--- config.mk ---
export PLATFORM = sky130hd
export DESIGN_NAME = shift_issue_stage
export DESIGN_NICKNAME = d
export VERILOG_FILES = /design/src/rtl/shift_issue_stage.sv
export SDC_FILE = /design/constraint.sdc
export NUM_CORES = 1
export LEC_CHECK = 0
export CORE_AREA = 10 10 88 90
export DETAILED_ROUTE_END_ITERATION = 10
export DIE_AREA = 0 0 98 100
export GPL_TIMING_DRIVEN = 0
export PLACE_DENSITY = 0.76
export SYNTH_ARGS = -nofsm -noshare
export SYNTH_HDL_FRONTEND = slang
export SYNTH_SLANG_ARGS = --single-unit
export TNS_END_PERCENT = 10
--- constraint.sdc ---
create_clock -name clk -period 4.1 [get_ports clk]
set_clock_uncertainty 0.1 [all_clocks]
set_input_delay 0.615 -clock clk [delete_from_list [all_inputs] [get_ports clk]]
set_output_delay 0.615 -clock clk [all_outputs]
set_load 0.05 [all_outputs]
--- src/rtl/shift_issue_stage.sv ---
// Decode-to-execute issue stage for the 16-bit barrel shifter: decodes shift/rotate
// instructions and queues the operands in a 2-entry registered FIFO (main + skid).
//
// state | meaning
// EMPTY | no entries held, out_valid = 0
// ONE   | one entry held, can accept and issue
// FULL  | two entries held, in_ready = 0
module shift_issue_stage #(
  parameter int DATA_W = 16,
  parameter int REG_W  = 3
) (
  input  logic              clk,
  input  logic              rst,
  input  logic              in_valid,
  output logic              in_ready,
  input  logic [15:0]       in_instr,
  input  logic [DATA_W-1:0] in_rs_data,
  input  logic [DATA_W-1:0] in_rt_data,
  input  logic              flush,
  output logic              out_valid,
  input  logic              out_ready,
  output logic [DATA_W-1:0] sh_in,
  output logic [3:0]        sh_cnt,
  output logic [1:0]        sh_op,
  output logic [REG_W-1:0]  out_rd,
  output logic              illegal
);

  typedef enum logic [1:0] {EMPTY, ONE, FULL} state_t;

  state_t state_q, state_d;

  logic              is_imm, is_reg, legal;
  logic [3:0]        dec_cnt;
  logic [1:0]        dec_op;
  logic [REG_W-1:0]  dec_rd;
  logic              enq, deq;
  logic              wr_ptr, rd_ptr;

  logic [DATA_W-1:0] in_mem  [2];
  logic [3:0]        cnt_mem [2];
  logic [1:0]        op_mem  [2];
  logic [REG_W-1:0]  rd_mem  [2];

  logic unused_bits;
  assign unused_bits = ^{in_instr[10:8], in_rt_data[DATA_W-1:4]};

  // Opcodes 10100..10111 are immediate shifts; 11010 is the register-count form.
  always_comb begin
    is_imm  = (in_instr[15:13] == 3'b101);
    is_reg  = (in_instr[15:11] == 5'b11010);
    legal   = is_imm | is_reg;
    dec_cnt = in_instr[3:0];
    dec_op  = in_instr[12:11];
    dec_rd  = in_instr[7:5];
    if (is_reg) begin
      dec_cnt = in_rt_data[3:0];
      dec_op  = in_instr[1:0];
      dec_rd  = in_instr[4:2];
    end
  end

  assign in_ready  = (state_q != FULL);
  assign out_valid = (state_q != EMPTY);
  assign enq       = in_valid & in_ready & legal;
  assign deq       = out_valid & out_ready;

  always_ff @(posedge clk) begin
    if (rst) state_q <= EMPTY;
    else     state_q <= state_d;
  end

  always_comb begin
    state_d = state_q;
    if (flush) begin
      state_d = EMPTY;
    end else begin
      case (state_q)
        EMPTY: if (enq) state_d = ONE;
        ONE: begin
          if (enq && !deq)      state_d = FULL;
          else if (deq && !enq) state_d = EMPTY;
        end
        FULL:    if (deq) state_d = ONE;
        default: state_d = EMPTY;
      endcase
    end
  end

  always_ff @(posedge clk) begin
    if (rst) begin
      wr_ptr  <= 1'b0;
      rd_ptr  <= 1'b0;
      illegal <= 1'b0;
      for (int i = 0; i < 2; i++) begin
        in_mem[i]  <= '0;
        cnt_mem[i] <= '0;
        op_mem[i]  <= '0;
        rd_mem[i]  <= '0;
      end
    end else if (flush) begin
      wr_ptr  <= 1'b0;
      rd_ptr  <= 1'b0;
      illegal <= 1'b0;
    end else begin
      if (enq) begin
        in_mem[wr_ptr]  <= in_rs_data;
        cnt_mem[wr_ptr] <= dec_cnt;
        op_mem[wr_ptr]  <= dec_op;
        rd_mem[wr_ptr]  <= dec_rd;
        wr_ptr          <= ~wr_ptr;
      end
      if (deq) rd_ptr <= ~rd_ptr;
      illegal <= in_valid & in_ready & ~legal;
    end
  end

  assign sh_in  = in_mem[rd_ptr];
  assign sh_cnt = cnt_mem[rd_ptr];
  assign sh_op  = op_mem[rd_ptr];
  assign out_rd = rd_mem[rd_ptr];

endmodule

After elaboration in Yosys (flattened, before gate mapping):

Memories as Yosys holds them, arrays and structs flattened. A register that Yosys moved wholly into a read port is not among the register bits.
Cells that the tools add are included.

* reduce and logical (&&, ||, !) cells: 12
* bitwise gates (word level): 8
* equality and inequality tests: 8
* mux-type cells: 34

Operators with widths (count)
* $mux 1: 22
* $mux 16: 1
* $reduce_or 16->1: 1
* $mux 2: 6
* $mux 4: 2
* $mux 3: 2
* $ne 2x2->1 const B: 3
* $pmux 2 s3: 1
* $eq 5x5->1 const B: 1
* $and 1x1->1: 4
* $reduce_or 2->1: 2
* $reduce_or 4->1: 1
* $eq 3x3->1 const B: 1
* $ne 3x3->1 const B: 1
* $not 1->1: 3
* $reduce_and 3->1: 1
* $reduce_or 3->1: 1
* $eq 2x1->1 const B: 1
* $eq 2x2->1 const B: 1
* $logic_and 1x1->1: 2
* $logic_not 1->1: 2
* $logic_not 2->1: 1
* $reduce_bool 2->1: 1
* $or 1x1->1: 1

* bits of input ports: 53
* output and inout port bits: 28
* memories kept: 4
* memory bits (writable): 50
* bits in registers: 5
* word-level logic and storage cells: 70

Memory list
* in_mem: depth 2, bits a word 16, read ports 1, clocked after Yosys merged registers in 1, write ports 2, RTL line 40 `logic [DATA_W-1:0] in_mem [2];`
* cnt_mem: depth 2, bits a word 4, read ports 1, clocked after Yosys merged registers in 1, write ports 2, RTL line 41 `logic [3:0] cnt_mem [2];`
* rd_mem: depth 2, bits a word 3, read ports 1, clocked after Yosys merged registers in 1, write ports 2, RTL line 43 `logic [REG_W-1:0] rd_mem [2];`
* op_mem: depth 2, bits a word 2, read ports 1, clocked after Yosys merged registers in 1, write ports 2, RTL line 42 `logic [1:0] op_mem [2];`

Depth between registers and ports, before layout:

Gate-level depths: netlist of the first run.

* depth after elaboration: 9
* mapped depth: 9
* mapped depth without buffers: 7

Worst setup path after synthesis of the first run:

Ideal clock, no wire load.

* path type: input to register
* from: in in_instr[13]
* to: mem cnt_mem[0][0], enable pin
* stages: 5
* setup slack: 0.929 ns
* data required time: 3.588 ns
* arrival: 2.659 ns
* path buffers: 2
* library setup time: 0.412 ns
* cell sequence: and4bb_1 buf_4 o2111ai_4 buf_2 o21bai_1

RTL lines
* start: declaration: RTL line 16 `input logic [15:0] in_instr,`
* end: declaration: RTL line 41

==> results of run 1 <==
[worst max-delay path by stage]
stage / from / to / cells past startpoint
floorplan: in_instr[13] / cnt_mem[0][0] / 5
global placement: rst / cnt_mem[1][2] / 5
detailed placement: in_instr[13] / in_mem[0][5] / 7
CTS: register / sh_in[15] / 4
global route: register / sh_in[15] / 4
finish: register / sh_in[15] / 4
[state kept, by name, summed over array words and instances, names as in the netlist, named ones only]
register / count
cnt_mem: 8
rd_ptr: 1
rd_mem: 6
illegal: 1
op_mem: 4
state_q: 2
in_mem: 32
wr_ptr: 1
[routing by layer]
metal	track usage, %	vias to the layer above	share of wire (%)
met2	22.1	56	52
met1	13.8	908	41
li1	-	937	-
met3	3.50	7	6.3
met4	5.15	0	1.2
met5	0	-	0
[worst max-delay path, stage by stage (launching register included)]
cell and delay (ns):
dfxtp_1 0.32, clkbuf_1 0.34, buf_2 0.36, mux2_2 0.39, clkdlybuf4s50_1 0.71
[cell usage after synthesis, types with 2 or more instances]
master / number
edfxtp_1: 50
nor3_1: 38
mux2_2: 25
inv_1: 19
a211oi_1: 13
o21ai_0: 9
clkbuf_1: 7
nand3_1: 7
buf_2: 6
dfxtp_1: 6
nand2_1: 2
nand2b_1: 2
o21bai_1: 2
o22ai_1: 2
[cells by family (layout without fill, tap and decap cells)]
group,after synthesis,count (layout),share of synthesized area [%]
and+or+nand+nor,59,59,12.3
DFF,56,56,61.5
buffers and inverters,34,109,5.56
AOI/OAI and AO/OA,31,31,8.78
xor gates and xnor gates,1,1,0.332
muxes,26,26,11.1
adders and majority gates,1,1,0.475
[power by group through the flow]
stage / Clock (mW) / Combinational [mW] / Sequential [mW]
2_1_floorplan: 0 / 0.0919 / 0.658
3_3_place_gp: 0 / 0.170 / 0.658
3_5_place_dp: 0 / 0.178 / 0.658
4_1_cts: 0.368 / 0.178 / 0.645
5_1_grt: 0.389 / 0.188 / 0.647
6_report: 0.367 / 0.177 / 0.644
[through the flow]
stage	setup WS, ns	area (sq um)	hold WS [ns]	power (mW)
floorplan	0.929	2640	0.420	0.750
global route	0.829	3550	0.564	1.22
detailed placement	0.788	3430	0.465	0.835
CTS	0.933	3550	0.490	1.19
global placement	-0.351	3380	0.441	0.828
finish	0.954	3550	0.500	1.19
[placed cells by master (no fill, tap or decap), types with 2 or more instances in the layout]
| cell type | instances |
|---|---|
| mux2_2 | 25 |
| clkinv_4 | 2 |
| buf_2 | 6 |
| o21bai_2 | 2 |
| nor3_1 | 38 |
| clkbuf_8 | 5 |
| nand3_1 | 7 |
| nand2_1 | 2 |
| dfxtp_1 | 6 |
| inv_1 | 19 |
| o21ai_0 | 9 |
| edfxtp_1 | 50 |
| clkdlybuf4s50_1 | 65 |
| o22ai_1 | 2 |
| a211oi_1 | 13 |
| clkbuf_1 | 7 |
| nand2b_1 | 2 |
[area by class of cell]
class	count	area (sq um)
Fill cell	517	2580
Sequential cell	56	1620
Multi-Input combinational cell	118	875
Timing Repair Buffer	67	693
Tap cell	77	96.3
Buffer	15	75.1
Inverter	19	71.3
Clock buffer	5	68.8
Clock inverter	3	47.5
==> summary.txt, run 1 <==
Global routing
  – First-pass GRT wire length: ~9900 microns
  – Global route total overflow: 0
  – Initial antenna violation count: 0
  – GRT Total Usage: about an eighth
  – Largest net degree at the start of global routing: 19
  – Vias in the first global route: just over 2,000

Layout
  – Area grow syn2layout: 34.7%
  – Share of layout cells above drive strength 1: ~17%
  – Finished Layout Cells: 360
  – Diode count: 0
  – Net count, final: between 300 and 400
  – Core Util, Final: just under 60%

STA
  – Final Max Tran Viols: 0
  – Worst Tran Pin Value: just over 0.7 ns
  – Final hold vios: 0
  – Final period utilization: approximately three quarters
  – Max Fclk: approximately 320 MHz
  – Rel. slew slack: 52.0%
  – Final Setup Violations: 0
  – Unrepaired setup endpoints after global routing: false
  – Final Critical Period: 3.15 ns
  – Setup TNS: 0 ns

Pwr
  – Clock Power Share: a little under a third
  – Int Pwr: 899 uW
  – Sw Ratio: about a quarter
  – Sequential power share: 54.2%
  – Gate power share: between 10% and 20%
  – P_sw: 289 uW
  – Leak: ~1.2 nW
  – PwrDens: approximately 330 mW/mm^2
  – Worst vdd ir: 0.000147 V

Floorplanning
  – Die area: just under 0.01 sq mm
  – Initial Utilization: between 40% and 50%
  – Die W: 98 microns
  – I/O pin cnt: 81
  – Placement row count: 29
  – Core area: ~0.0061 sq mm
  – Die Span Y: 100 microns

Worst setup path
  – Req. time, crit path: roughly 3.4 ns
  – Reg2reg start: wr_ptr
  – R2r endpoint: in_mem[0][14]
  – CP Launch Type: register
  – R2R setup slack: 1.57 ns
  – CP endpoint kind: output port
  – WS Path Type: reg -> out
  – Crit path DAT: between 2 and 2.5 ns
  – CP max FO: 10
  – Worst reg2reg path depth: 5

Logic synthesis
  – Yosys top cell area share: ~57%
  – Async set-reset flop share out of synthesis: 0%
  – Synthesized area per cell: 12.7 sq um
  – Synthesized netlist cell count: about 210
  – Dominant cell type by area after synthesis: edfxtp_1
  – Dominant synthesized flop cell: edfxtp_1
  – Sequential cell area fraction in the yosys report: between 60% and 70%
  – Syn nets: between 200 and 300
  – Synth area leaders: edfxtp_1 (57%), mux2_2 (11%), nor3_1 (7.2%)
  – Library cells used by synthesis: 34
  – EDFF count, synth: 50
  – FF+latch count, synth: 56
  – Synthesized area: approximately 0.0026 sq mm
  – YS warnings: 0

Worst hold path
  – Min-Delay Startpoint: rd_ptr
  – Hold depth: 2
  – Hold WC Path Type: reg -> reg

Route
  – DR WL/cell: 17.2 microns
  – TritonRoute pass-1 iters: 4
  – Final antenna-violating net count: 0
  – DR DRC count: 0
  – Vias: roughly 1,900
  – Initial DRC count: roughly 120
  – Vias per cell: roughly 5.3
  – WL final: 6180 microns

Place
  – Gpl congestion: slightly above 0.8
  – HPWL Detailed: 4550 microns
  – Dpl cells: roughly 350
  – Port Buffers: 65

CTS
  – CTS Sinks: 56
  – Clock Tree Root: clkbuf_8
  – Post-CTS setup buffer count: 0
  – Hold_buf cts: 0
  – Maximum clock path buffer count: 2
  – Clock transition at path regs: about 0.1 ns
  – CTS tree: done
  – PostCTS Resize Cnt: 0
  – Num CTS Buffers: 5
  – H-tree depth: 2
  – Clk Latency, worst-skew pair: a little over 0.3 ns

Outcome
  – Outcome: complete, no violations

Run
  – Max cap viols: 0
No activity file was read; power rests on OpenSTA's default activity.
==> run 2: changes to the inputs <==
Clock period 4.1 ns to 2.93 ns, I/O delays scaled along.
==> run 2 against run 1 <==
Core utilization decreased by 0.16 points; worst setup slack got worse by 0.73 ns; clock power increased by 40%; sequential share of layout area increased by 0.13 points; register-to-register slack got worse by 0.96 ns; non-clock buffer count unchanged; die area unchanged; cell count unchanged; combinational power increased by 36%; routed wire length increased by 0.55%; largest cell class unchanged.
==> summary.txt, run 2 (synthesized netlist as in run 1, its figures left out) <==
Layout
  – Largest regs: in_mem (32), cnt_mem (8), rd_mem (6)
  – Net count, final: 336 (unchanged)
  – Commonest non-fill, non-tap cells in the layout: edfxtp_1 (50), clkdlybuf4s50_1 (45), nor3_1 (38)
  – Core Util, Final: 57.7% (-0.16 points)
  – Most common cell after layout, fill and taps aside: edfxtp_1
  – Fillers: 523 (+1.2%)
  – Post-Layout Inst Area: 0.00354 sq mm (-0.28%)
  – Max reg flops: 32 (unchanged)
  – Area grow syn2layout: 34.3%
  – Diode count: 0 (unchanged)
  – Largest Register: in_mem
  – Share of layout cells above drive strength 1: 17.0% (unchanged)

Pwr
  – Sequential power share: 54.5% (+0.3 points)
  – Gate power share: 14.5% (-0.4 points)
  – PwrDens: 467 mW/mm^2 (+40%)
  – P_sw: 404 uW (+40%)
  – Int Pwr: 1.25 mW (+39%)
  – Sw Ratio: 24.5% (+0.11 points)
  – Clock Power Share: 31.0% (about the same)
  – Leak: 1.28 nW (+3.8%)
  – Worst vdd ir: 0.000206 V (+40%)

CTS
  – H-tree depth: 2 (unchanged)
  – Post-CTS setup buffer count: 0 (unchanged)
  – CTS tree: done
  – Num CTS Buffers: 5 (unchanged)
  – Clock transition at path regs: 0.10 ns (about the same)
  – Clk Latency, worst-skew pair: 0.31 ns (about the same)
  – CTS Sinks: 56 (unchanged)
  – Clock Tree Root: clkbuf_8
  – Maximum clock path buffer count: 2 (unchanged)

Floorplanning
  – I/O pin cnt: 81 (unchanged)
  – Die area: 0.00980 sq mm (unchanged)
  – Core area: 0.00613 sq mm (unchanged)
  – Die Span Y: 100 microns (unchanged)
  – Initial Utilization: 43.0% (unchanged)
  – Placement row count: 29 (unchanged)
  – Die W: 98 microns (unchanged)

Worst setup path
  – Worst reg2reg path depth: 5 (unchanged)
  – Crit path from: in_instr[13]
  – Reg2reg start: wr_ptr
  – CP max FO: 10 (unchanged)
  – R2r endpoint: in_mem[0][14]
  – Req. time, crit path: 3.09 ns (-0.29 ns)
  – Crit-path cells: clkdlybuf4s50_1, and4bb_1, buf_4, o2111ai_4, buf_2, inv_1, ha_1, nand3b_1, o22ai_1, and2_1
  – CP endpoint kind: register
  – Max incr delay on CP: 0.48 ns (-0.23 ns)
  – WS Path Type: in -> reg
  – Worst setup path endpoint: state_q[1]
  – R2R setup slack: 0.61 ns (-0.96 ns)
  – Crit path DAT: 2.87 ns (+0.44 ns)
  – CP Launch Type: input pin
  – Slowest CP cell: clkdlybuf4s50_1

Route
  – Vias: 1,910 (+0.10%)
  – DR DRC count: 0 (unchanged)
  – Initial DRC count: 115 (-1.7%)
  – DR WL/cell: 17.2 microns (+0.55%)
  – WL final: 6210 microns (+0.55%)
  – Vias per cell: 5.31 (+0.10%)
  – Final antenna-violating net count: 0 (unchanged)
  – TritonRoute pass-1 iters: 4 (unchanged)

Global routing
  – Global route total overflow: 0 (unchanged)
  – First-pass GRT wire length: 9940 microns (+0.34%)
  – GRT Total Usage: 12.5% (+0.043 points)
  – Initial antenna violation count: 0 (unchanged)
  – Largest net degree at the start of global routing: 19 (unchanged)
  – Vias in the first global route: 2,015 (unchanged)

STA
  – Final Max Tran Viols: 0 (unchanged)
  – Max Fclk: 369 MHz
  – Final hold vios: 0 (unchanged)
  – Worst Tran Pin Value: 0.564 ns (-0.155 ns)
  – Final Setup Violations: 0 (unchanged)
  – Final Critical Period: roughly 2.7 ns
  – Rel. slew slack: 62.4% (+10 points)
  – Unrepaired setup endpoints after global routing: false
  – Final period utilization: a little over 90%
  – Hold slack: 0.500 ns (-0.000302 ns)

Outcome
  – Outcome: complete, no violations

Place
  – Placed cell areas: 0.00343 sq mm (unchanged)
  – Port Buffers: 65 (unchanged)
  – Gpl congestion: 0.805 (unchanged)
  – HPWL Detailed: 4550 microns (unchanged)

Worst hold path
  – Hold WC Path Type: reg -> reg

Run
  – Max cap viols: 0 (unchanged)
[run 2: changes by cell type in the layout (fill, tap and decap cells not counted)]
cell             before  now
clkdlybuf4s50_1      65   45
dlygate4sd2_1         0   20
o21bai_2              2    0
o21bai_4              0    2
[run 2: worst max-delay path: cells and delay by family]
family	cells	cell delay, ns
simple gates	3	0.52
fa+ha+maj	1	0.31
compound gates	2	0.51
buf+inv	4	1.09
[run 2: cell type report]
class	instances	area [sq um]	share of cell area (%)
Tap cell	77	96.3	2.72
Clock buffer	5	68.8	1.94
Multi-Input combinational cell	118	890	25.1
Clock inverter	3	47.5	1.34
Timing Repair Buffer	67	668	18.9
Buffer	15	75.1	2.12
Inverter	19	71.3	2.02
Sequential cell	56	1620	45.8
[run 2: worst min-delay path by stage]
stage | endpoint | start | cells after the start
floorplan | register | rst | 1
global placement | rd_ptr | rd_ptr | 2
detailed placement | register | rd_ptr | 2
CTS | register | rd_ptr | 2
global route | register | rd_ptr | 2
finish | register | rd_ptr | 2
[run 2: metal layers]
metal | up-vias | part of all wire [%] | track usage [%]
li1 | 937 | - | -
met1 | 922 | 41 | 13.9
met2 | 44 | 53 | 22.1
met3 | 7 | 4.7 | 3.43
met4 | 0 | 1.3 | 5.15
met5 | - | 0 | 0
[run 2: repair_timing]
| action | in CTS | in global routing |
|---|---|---|
| endpoints found under the setup margin | 20 | 25 |
| gates resized for setup | 20 | 2 |
| hold buffers | 0 | 0 |
[run 2: through the flow]
| step | std cells | setup slack [ns] | setup TNS (ns) | power [mW] |
|---|---|---|---|---|
| 6_report | 360 | 0.221 | 0 | 1.65 |
| 5_1_grt | 360 | 0.0492 | 0 | 1.70 |
| 4_1_cts | 360 | 0.112 | 0 | 1.66 |
| 3_5_place_dp | 352 | -0.206 | -6.61 | 1.17 |
| 3_3_place_gp | 350 | -1.35 | -65.54 | 1.16 |
| 2_1_floorplan | 208 | -0.216 | -10.81 | 1.05 |
[run 2: power by group through the flow]
stage / clock (mW) / combinational (mW) / sequential, mW
floorplan: 0 / 0.129 / 0.921
global placement: 0 / 0.239 / 0.920
detailed placement: 0 / 0.249 / 0.920
CTS: 0.515 / 0.240 / 0.902
global route: 0.544 / 0.256 / 0.905
finish: 0.512 / 0.240 / 0.902
